<file path="config.mk">
export PLATFORM = sky130hd
export DESIGN_NAME = spike_rate_demapper_flat
export DESIGN_NICKNAME = d
export VERILOG_FILES = /design/src/rtl/spike_rate_demapper_if.sv /design/src/rtl/spike_rate_demapper.sv /design/src/flat_wrapper.sv
export SDC_FILE = /design/constraint.sdc
export NUM_CORES = 1
export LEC_CHECK = 0
export BUFFER_PORTS_ARGS = -buffer_cell sky130_fd_sc_hd__buf_4
export CORE_UTILIZATION = 35
export CTS_CLUSTER_SIZE = 40
export DETAILED_ROUTE_END_ITERATION = 12
export HOLD_SLACK_MARGIN = 0.02
export MAX_ROUTING_LAYER = met4
export SYNTH_ARGS = -nofsm -noshare
export SYNTH_HDL_FRONTEND = slang
export SYNTH_SLANG_ARGS = --single-unit
export TNS_END_PERCENT = 5
</file>
<file path="constraint.sdc">
create_clock -name clk -period 2.05 [get_ports clk]
set_clock_uncertainty 0.05 [all_clocks]
set_input_delay 0.41 -clock clk [delete_from_list [all_inputs] [get_ports clk]]
set_output_delay 0.41 -clock clk [all_outputs]
set_load 0.02 [all_outputs]
</file>
<file path="src/rtl/spike_rate_demapper_if.sv">
// Bundle of the frame control, serial bit stream and decoded-rate handshake
// signals of the spike rate demapper. The demapper takes the slave view; the
// deserialiser/consumer side (or a bench) takes the master view.
interface spike_rate_demapper_if #(
    parameter int SPIKE_RATE_BIT = 3,
    parameter int CH_W           = 4
);
    logic                      frame_start;
    logic [SPIKE_RATE_BIT-1:0] max_rate_in;
    logic                      bit_in;
    logic                      bit_valid;
    logic                      bit_ready;
    logic [SPIKE_RATE_BIT-1:0] rate_out;
    logic                      rate_valid;
    logic                      rate_ready;
    logic [CH_W-1:0]           ch_idx;
    logic                      frame_done;
    logic                      err;

    modport master (
        output frame_start, max_rate_in, bit_in, bit_valid, rate_ready,
        input  bit_ready, rate_out, rate_valid, ch_idx, frame_done, err
    );

    modport slave (
        input  frame_start, max_rate_in, bit_in, bit_valid, rate_ready,
        output bit_ready, rate_out, rate_valid, ch_idx, frame_done, err
    );
endinterface

</file>
<file path="src/rtl/spike_rate_demapper.sv">
// Receive-side spike rate demapper: decodes a serial truncated-unary symbol
// stream (idx0="0" .. idx3="1110", idx4="1111"), inverse-maps each symbol
// index to a binned spike rate using the frame's max_rate, and hands the
// rates out one channel at a time over a valid/ready handshake. A frame is
// CHANNELS symbols long; frame_start mid-frame aborts and restarts it.
module spike_rate_demapper #(
    parameter int SPIKE_RATE_BIT = 3,
    parameter int CHANNELS       = 16,
    parameter int CH_W           = 4
) (
    input  logic                  clk,
    input  logic                  rst,
    spike_rate_demapper_if.slave  bus
);

    typedef enum logic {
        S_IDLE   = 1'b0,
        S_DECODE = 1'b1
    } state_t;

    state_t                    r_state;
    logic [1:0]                r_ones_cnt;
    logic [CH_W-1:0]           r_sym_cnt;
    logic [SPIKE_RATE_BIT-1:0] r_max_rate;
    logic [SPIKE_RATE_BIT-1:0] r_rate_out;
    logic                      r_rate_valid;
    logic [CH_W-1:0]           r_ch_idx;
    logic                      r_frame_done;
    logic                      r_err;

    logic                      w_bit_ready;
    logic                      w_accept;
    logic                      w_complete;
    logic [2:0]                w_idx;
    logic                      w_last_sym;

    // Inverse of the transmit-side rate-to-index mapping. Each row is packed
    // with idx4 in the top field so that row[idx] yields the rate directly.
    function automatic logic [SPIKE_RATE_BIT-1:0] f_inv_map(
        input logic [SPIKE_RATE_BIT-1:0] mr,
        input logic [2:0]                idx
    );
        logic [4:0][2:0] row;
        if (mr == SPIKE_RATE_BIT'(0))
            row = {3'd4, 3'd3, 3'd2, 3'd1, 3'd0};
        else if (mr == SPIKE_RATE_BIT'(1))
            row = {3'd4, 3'd3, 3'd2, 3'd0, 3'd1};
        else if (mr == SPIKE_RATE_BIT'(2))
            row = {3'd4, 3'd2, 3'd0, 3'd1, 3'd3};
        else if (mr == SPIKE_RATE_BIT'(3))
            row = {3'd2, 3'd0, 3'd1, 3'd3, 3'd4};
        else
            row = {3'd0, 3'd1, 3'd2, 3'd3, 3'd4};
        return SPIKE_RATE_BIT'(row[idx]);
    endfunction

    // Bits are refused while restarting a frame or while a decoded rate is
    // stalled downstream, so a completed symbol can never overwrite one that
    // has not been consumed.
    assign w_bit_ready = (r_state == S_DECODE) && !bus.frame_start &&
                         (!r_rate_valid || bus.rate_ready);
    assign w_accept    = bus.bit_valid && w_bit_ready;
    // A zero terminates any codeword; a fourth consecutive one is idx4.
    assign w_complete  = w_accept && (!bus.bit_in || (r_ones_cnt == 2'd3));
    assign w_idx       = bus.bit_in ? 3'd4 : {1'b0, r_ones_cnt};
    assign w_last_sym  = (r_sym_cnt == CH_W'(CHANNELS - 1));

    // Frame FSM, codeword decoder and registered output handshake.
    always_ff @(posedge clk or posedge rst) begin
        if (rst) begin
            r_state      <= S_IDLE;
            r_ones_cnt   <= 2'd0;
            r_sym_cnt    <= '0;
            r_max_rate   <= '0;
            r_rate_out   <= '0;
            r_rate_valid <= 1'b0;
            r_ch_idx     <= '0;
            r_frame_done <= 1'b0;
            r_err        <= 1'b0;
        end else begin
            r_frame_done <= 1'b0;
            r_err        <= 1'b0;

            if (r_rate_valid && bus.rate_ready)
                r_rate_valid <= 1'b0;

            if (bus.frame_start) begin
                // Restart: a pending output word is left alone until consumed.
                if ((r_state == S_DECODE) &&
                    ((r_sym_cnt != '0) || (r_ones_cnt != 2'd0)))
                    r_err <= 1'b1;
                r_max_rate <= bus.max_rate_in;
                r_sym_cnt  <= '0;
                r_ones_cnt <= 2'd0;
                r_state    <= S_DECODE;
            end else if (w_accept) begin
                if (w_complete) begin
                    r_ones_cnt   <= 2'd0;
                    r_rate_out   <= f_inv_map(r_max_rate, w_idx);
                    r_ch_idx     <= r_sym_cnt;
                    r_rate_valid <= 1'b1;
                    if (w_last_sym) begin
                        r_frame_done <= 1'b1;
                        r_sym_cnt    <= '0;
                        r_state      <= S_IDLE;
                    end else begin
                        r_sym_cnt <= r_sym_cnt + 1'b1;
                    end
                end else begin
                    r_ones_cnt <= r_ones_cnt + 2'd1;
                end
            end
        end
    end

    assign bus.bit_ready  = w_bit_ready;
    assign bus.rate_out   = r_rate_out;
    assign bus.rate_valid = r_rate_valid;
    assign bus.ch_idx     = r_ch_idx;
    assign bus.frame_done = r_frame_done;
    assign bus.err        = r_err;

endmodule

</file>
<file path="src/flat_wrapper.sv">
// flat-port wrapper written by rule: the top's interface ports become plain ports
module spike_rate_demapper_flat 
#(
    parameter int SPIKE_RATE_BIT = 3,
    parameter int CHANNELS       = 16,
    parameter int CH_W           = 4
)
  (clk, rst, bus_frame_start, bus_max_rate_in, bus_bit_in, bus_bit_valid, bus_rate_ready, bus_bit_ready, bus_rate_out, bus_rate_valid, bus_ch_idx, bus_frame_done, bus_err);
  spike_rate_demapper_if #(.SPIKE_RATE_BIT(SPIKE_RATE_BIT), .CH_W(CH_W)) bus_i ();
  input  logic clk;
  input  logic rst;
  input wire logic [$bits(bus_i.frame_start)-1:0] bus_frame_start;
  input wire logic [$bits(bus_i.max_rate_in)-1:0] bus_max_rate_in;
  input wire logic [$bits(bus_i.bit_in)-1:0] bus_bit_in;
  input wire logic [$bits(bus_i.bit_valid)-1:0] bus_bit_valid;
  input wire logic [$bits(bus_i.rate_ready)-1:0] bus_rate_ready;
  output wire logic [$bits(bus_i.bit_ready)-1:0] bus_bit_ready;
  output wire logic [$bits(bus_i.rate_out)-1:0] bus_rate_out;
  output wire logic [$bits(bus_i.rate_valid)-1:0] bus_rate_valid;
  output wire logic [$bits(bus_i.ch_idx)-1:0] bus_ch_idx;
  output wire logic [$bits(bus_i.frame_done)-1:0] bus_frame_done;
  output wire logic [$bits(bus_i.err)-1:0] bus_err;
  assign bus_i.frame_start = bus_frame_start;
  assign bus_i.max_rate_in = bus_max_rate_in;
  assign bus_i.bit_in = bus_bit_in;
  assign bus_i.bit_valid = bus_bit_valid;
  assign bus_i.rate_ready = bus_rate_ready;
  assign bus_bit_ready = bus_i.bit_ready;
  assign bus_rate_out = bus_i.rate_out;
  assign bus_rate_valid = bus_i.rate_valid;
  assign bus_ch_idx = bus_i.ch_idx;
  assign bus_frame_done = bus_i.frame_done;
  assign bus_err = bus_i.err;
  spike_rate_demapper #(.SPIKE_RATE_BIT(SPIKE_RATE_BIT), .CHANNELS(CHANNELS), .CH_W(CH_W)) u_core (.clk(clk), .rst(rst), .bus(bus_i));
endmodule
</file>
; ---- Word level (Yosys, flattened, before mapping)
; Index checks and enable logic that the tools add are counted.
[totals]
elab_cells = 70
out_inout_bits = 11
register_bits = 20
input_bits = 9
[classes]
reduce_logical = 21
eq_ne = 5
mux = 31
addsub = 2
bitwise = 1
magnitude_cmp = 1
[op_table]
columns = cell, n
row1 = $mux 15, 6
row2 = $mux 4, 4
row3 = $mux 1, 14
row4 = $mux 14, 1
row5 = $bmux 3 s3, 1
row6 = $reduce_bool 2->1, 4
row7 = $eq 3x2->1 const B, 2
row8 = $logic_and 1x1->1, 6
row9 = $mux 2, 3
row10 = $mux 3, 2
row11 = $reduce_and 3->1, 2
row12 = $add 4x1->4 const B, 1
row13 = $eq 4x4->1 const B, 1
row14 = $lt 3x4->1 const B, 1
row15 = $reduce_bool 4->1, 1
row16 = $eq 3x1->1 const B, 1
row17 = $logic_not 1->1, 3
row18 = $logic_not 3->1, 1
row19 = $logic_or 1x1->1, 3
row20 = $add 2x1->2 const B, 1
row21 = $eq 2x2->1 const B, 1
row22 = $reduce_and 2->1, 1
row23 = $not 1->1, 1

; ---- Longest topological paths before layout
[logic_depth]
depth_word = 10
ltp_mapped = 6
ltp_nobuf = 6

; ---- Least setup slack after synthesis
; OpenSTA, ideal clock, no wires.
[synth_timing]
path_kind = reg2reg
start = register u_core.r_ones_cnt[1]
end = register u_core.r_sym_cnt[3]
period_less_slack_ps = 1850
path_buffers = 0
setup_ps = 78
setup_slack_ps = 200
required_ps = 1922
t_arrival_ps = 1722
stages_incl_launch_ff = 7
cell_sequence = dfrtp_1 > ha_1 > nor2b_4 > nor4b_4 > nand2_2 > or4_1 > a21oi_1
[synth_between]
elab_chain_len = 5
[synth_lines]
columns = element, line
row1 = "start, declared", spike_rate_demapper.sv:22  ; logic [1:0] r_ones_cnt;
row2 = "start signal, assigned", spike_rate_demapper.sv:110  ; r_ones_cnt <= r_ones_cnt + 2'd1;
row3 = $eq 2x2->1, spike_rate_demapper.sv:64  ; assign w_complete = w_accept && (!bus.bit_in || (r_ones_cnt == 2'd3));
row4 = $logic_or 1x1->1, spike_rate_demapper.sv:64
row5 = $logic_and 1x1->1, spike_rate_demapper.sv:64
row6 = $reduce_bool 2->1 (no source line), -
row7 = $reduce_and 2->1 (no source line), -
row8 = "end signal, assigned", spike_rate_demapper.sv:107  ; r_sym_cnt <= r_sym_cnt + 1'b1;
row9 = "end, declared", spike_rate_demapper.sv:23  ; logic [CH_W-1:0] r_sym_cnt;
; Every way passes these cells.
; A chain may end at the register's enable or synchronous reset.

; ---- Worst setup path after layout
; Ends and elaborated chain as after synthesis.

==> key figures <==
Cells and area
  • Register area: 500 sq um
  • Area occupied by multi-input gates: about 510 sq um
  • Proportion of layout cells with a drive suffix above 1: ~27%
  • Filler cells: ~270
  • Nets: roughly 140
  • # diodes: 0
  • Area Overhead vs Synth: 22.2%

Floorplanning
  • Starting density of the core: between 30% and 40%
  • Rows: 19
  • Core area: between 2000 and 3000 sq um
  • Die Area: between 3000 and 4000 sq um
  • Die span in x: around 57 microns
  • Die Y: 56.9 microns
  • I/O pins: 20

Critical path
  • Setup crit end kind: flip-flop
  • Crit path launch: u_core.r_ones_cnt[1]
  • CP cell instances: ha_1, nor2b_4, nor4b_4, nand2_2, or4_1, a21oi_1
  • CP startpoint kind: flip-flop
  • Data arrival time of the worst path: slightly above 2 ns
  • CP max stage delay: around 0.5 ns
  • R2R Path Start: u_core.r_ones_cnt[1]
  • Crit Path Max Fanout: 8
  • Required @ worst endpoint: approximately 2.3 ns
  • CP Class: reg2reg
  • Critical path's slowest cell: dfrtp_1

Placed design
  • Buffers on Ports: 19
  • Setup slack at placement: 0.216 ns
  • Routability-driven placement congestion ratio: between 0.9 and 1
  • Hpwl dp: between 1500 and 2000 microns

Drt
  • DRT Pass-1 Iters: 4
  • Per-cell routed wire length: between 10 and 15 microns
  • DRT iter0 DRCs: 10
  • Drt drc: 0
  • DRT antenna net count: 0
  • Via total after detailed routing: about 840
  • Vias per inst: 5.21
  • Final wirelength: approximately 2100 microns

Clocking
  • Clock Sinks: 20
  • CTS root buf: clkbuf_4
  • Clock buffer count from CTS: 3
  • Post-CTS setup repair buffer count: 0
  • Clk pin slew, worst setup/hold paths: between 0.1 and 0.15 ns
  • Number of hold buffers added after cts: 0
  • CTS tree: done
  • Htree depth: 1
  • Worst skew pair latency: 0.32 ns
  • CTS resizes: 0
  • Longest Clk Path Bufs: 2

Global route
  • Initial antenna violation count: 0
  • First-pass GRT wire length: about 3600 microns
  • Gr ovfl total: 0
  • Vias in the first global route: between 800 and 900
  • Largest net degree at the start of global routing: 21
  • Total GRT Usage: between 10% and 20%

Timing
  • Fin crit share: 90.9%
  • Worst slew margin: between 70% and 80%
  • Fin. Hold Viols: 0
  • RSZ-0062 raised after global routing: no
  • Setup tns final: 0 ns
  • Slew Viols, Final: 0
  • Tmin final: about 1.9 ns
  • Worst-Margin Slew: just under 0.4 ns
  • Fmax: roughly 540 MHz
  • Slack of the critical path: ~0.19 ns
  • Final number of setup-violating endpoints: 0

Synth
  • Seq/Total Area, Yosys: a little under half
  • Synthesized instance count: approximately 110
  • Synthesis warning total: 0
  • Distinct cells, synth: 33
  • Net count after synthesis: between 100 and 150
  • Synthesis-stage register bit count: 20
  • Avg Cell Area, Syn: 9.68 sq um
  • Cell Area, Synth: roughly 1100 sq um

Job
  • Max cap viols: 0

Min path
  • Hold crit path type: in2async

Power and ir drop
  • Total power: about 960 uW
  • Pwr dens: roughly 740 nW/um^2
  • Max VDD drop: 0.343 mV
  • LEAKAGE: between 0.6 and 0.7 nW

Run status
  • Status: finished, final reports clean
[per-layer routing]
metal | global-route usage [%] | part of all wire, %
met1 | 17.7 | 42
met2 | 25.5 | 52
met3 | 2.07 | 3.5
met4 | 7.32 | 2.4
met5 | - | 0
[sequential cells by signal, indices dropped and copies added (netlist names)]
register and count:
u_core.bus.err 1, u_core.bus.rate_out 3, u_core.bus.rate_valid 1, u_core.r_state 1, u_core.bus.frame_done 1, u_core.r_ones_cnt 2
u_core.bus.ch_idx 4, u_core.r_sym_cnt 4, u_core.r_max_rate 3
[critical path: cells and delay by family, from the launching register on]
family / cells / cell delay (ns)
AOI/OAI and AO/OA: 1 / 0.15
and+or+nand+nor: 4 / 0.83
adders and majority gates: 1 / 0.28
DFF: 1 / 0.50
[where the power goes]
group | internal, mW | total, mW | switching (mW) | leakage [nW]
Combinational | 0.0871 | 0.183 | 0.0958 | 0.320
Clock | 0.198 | 0.328 | 0.130 | 0.0279
Sequential | 0.424 | 0.449 | 0.0253 | 0.260
Total | 0.709 | 0.960 | 0.251 | 0.608
[cell families after synthesis]
logic type | count (synthesis) | synth area share (%)
simple gates | 45 | 25.4
mux | 3 | 3.20
flops | 20 | 47.4
fa+ha+maj | 4 | 4.75
compound gates | 26 | 14.6
buf+inv | 11 | 4.63
[area by class of cell]
class / instances / share of cell area (%)
clock buffers: 3 / 1.75
clock inverters: 1 / 2.33
inverters: 5 / 1.46
multi-input cells: 78 / 39.2
flip-flops and latches: 20 / 38.8
well taps: 31 / 3.01
repair buffers: 23 / 13.4
[placed cells by master, fill, tap and decap left out, drive strengths merged, types with 3 or more instances in the layout]
cell type,instances
ha,4
dfrtp,20
inv,5
mux2,3
nand3,3
nand2,15
a21oi,8
o21ai,9
buf,23
nor2b,4
nand2b,4
nor2,7
clkbuf,3
[synth_stat cells]
cell type	instances	area, sq um
nor3b_1	1	7.51
inv_1	5	18.8
a21oi_1	8	40.0
nor4bb_1	1	10.0
nor4b_1	1	8.76
nor3_1	1	5.00
nand2b_4	1	13.8
nor4b_4	1	23.8
nand3b_1	1	7.51
clkbuf_1	5	18.8
nand2_2	1	6.26
o21ai_0	9	45.0
a211oi_1	1	7.51
or3_1	2	12.5
mux2_2	3	33.8
o31ai_1	2	15.0
nand2b_1	3	18.8
nor4_1	1	6.26
nand3_1	3	15.0
ha_1	4	50.1
o221ai_1	2	17.5
or2b_1	1	7.51
a21o_1	1	7.51
nor2b_4	1	13.8
a31oi_1	2	12.5
nor2_1	7	26.3
buf_6	1	11.3
or2_2	1	6.26
or4_1	1	7.51
a22o_1	1	8.76
nand2_1	14	52.6
nor2b_1	3	18.8
dfrtp_1	20	500
[worst paths after layout]
path / endpoint / slack (ns) / cells past startpoint
worst max-delay path: u_core.r_sym_cnt[3] / 0.19 / 6
worst min register to register: u_core.bus.ch_idx[2] / 0.43 / 2
worst max register to register: u_core.r_sym_cnt[3] / 0.19 / 6
worst min-delay path: u_core.bus.frame_done / 0.05 / 3
min in group clk: u_core.r_max_rate[1] / 0.27 / 2
max in group asynchronous: u_core.bus.rate_valid / 1.69 / 3
[through the flow]
step                utilization [%]  instance area (sq um)  hold slack [ns]  std cells
floorplan                         -                   1050            0.324        109
global placement               44.1                   1240            0.406        157
detailed placement             44.1                   1240            0.408        157
CTS                            45.9                   1290           0.0625        161
global route                   45.9                   1290           0.0881        161
finish                         45.9                   1290           0.0451        161
Power figures use the tool's default switching activity.
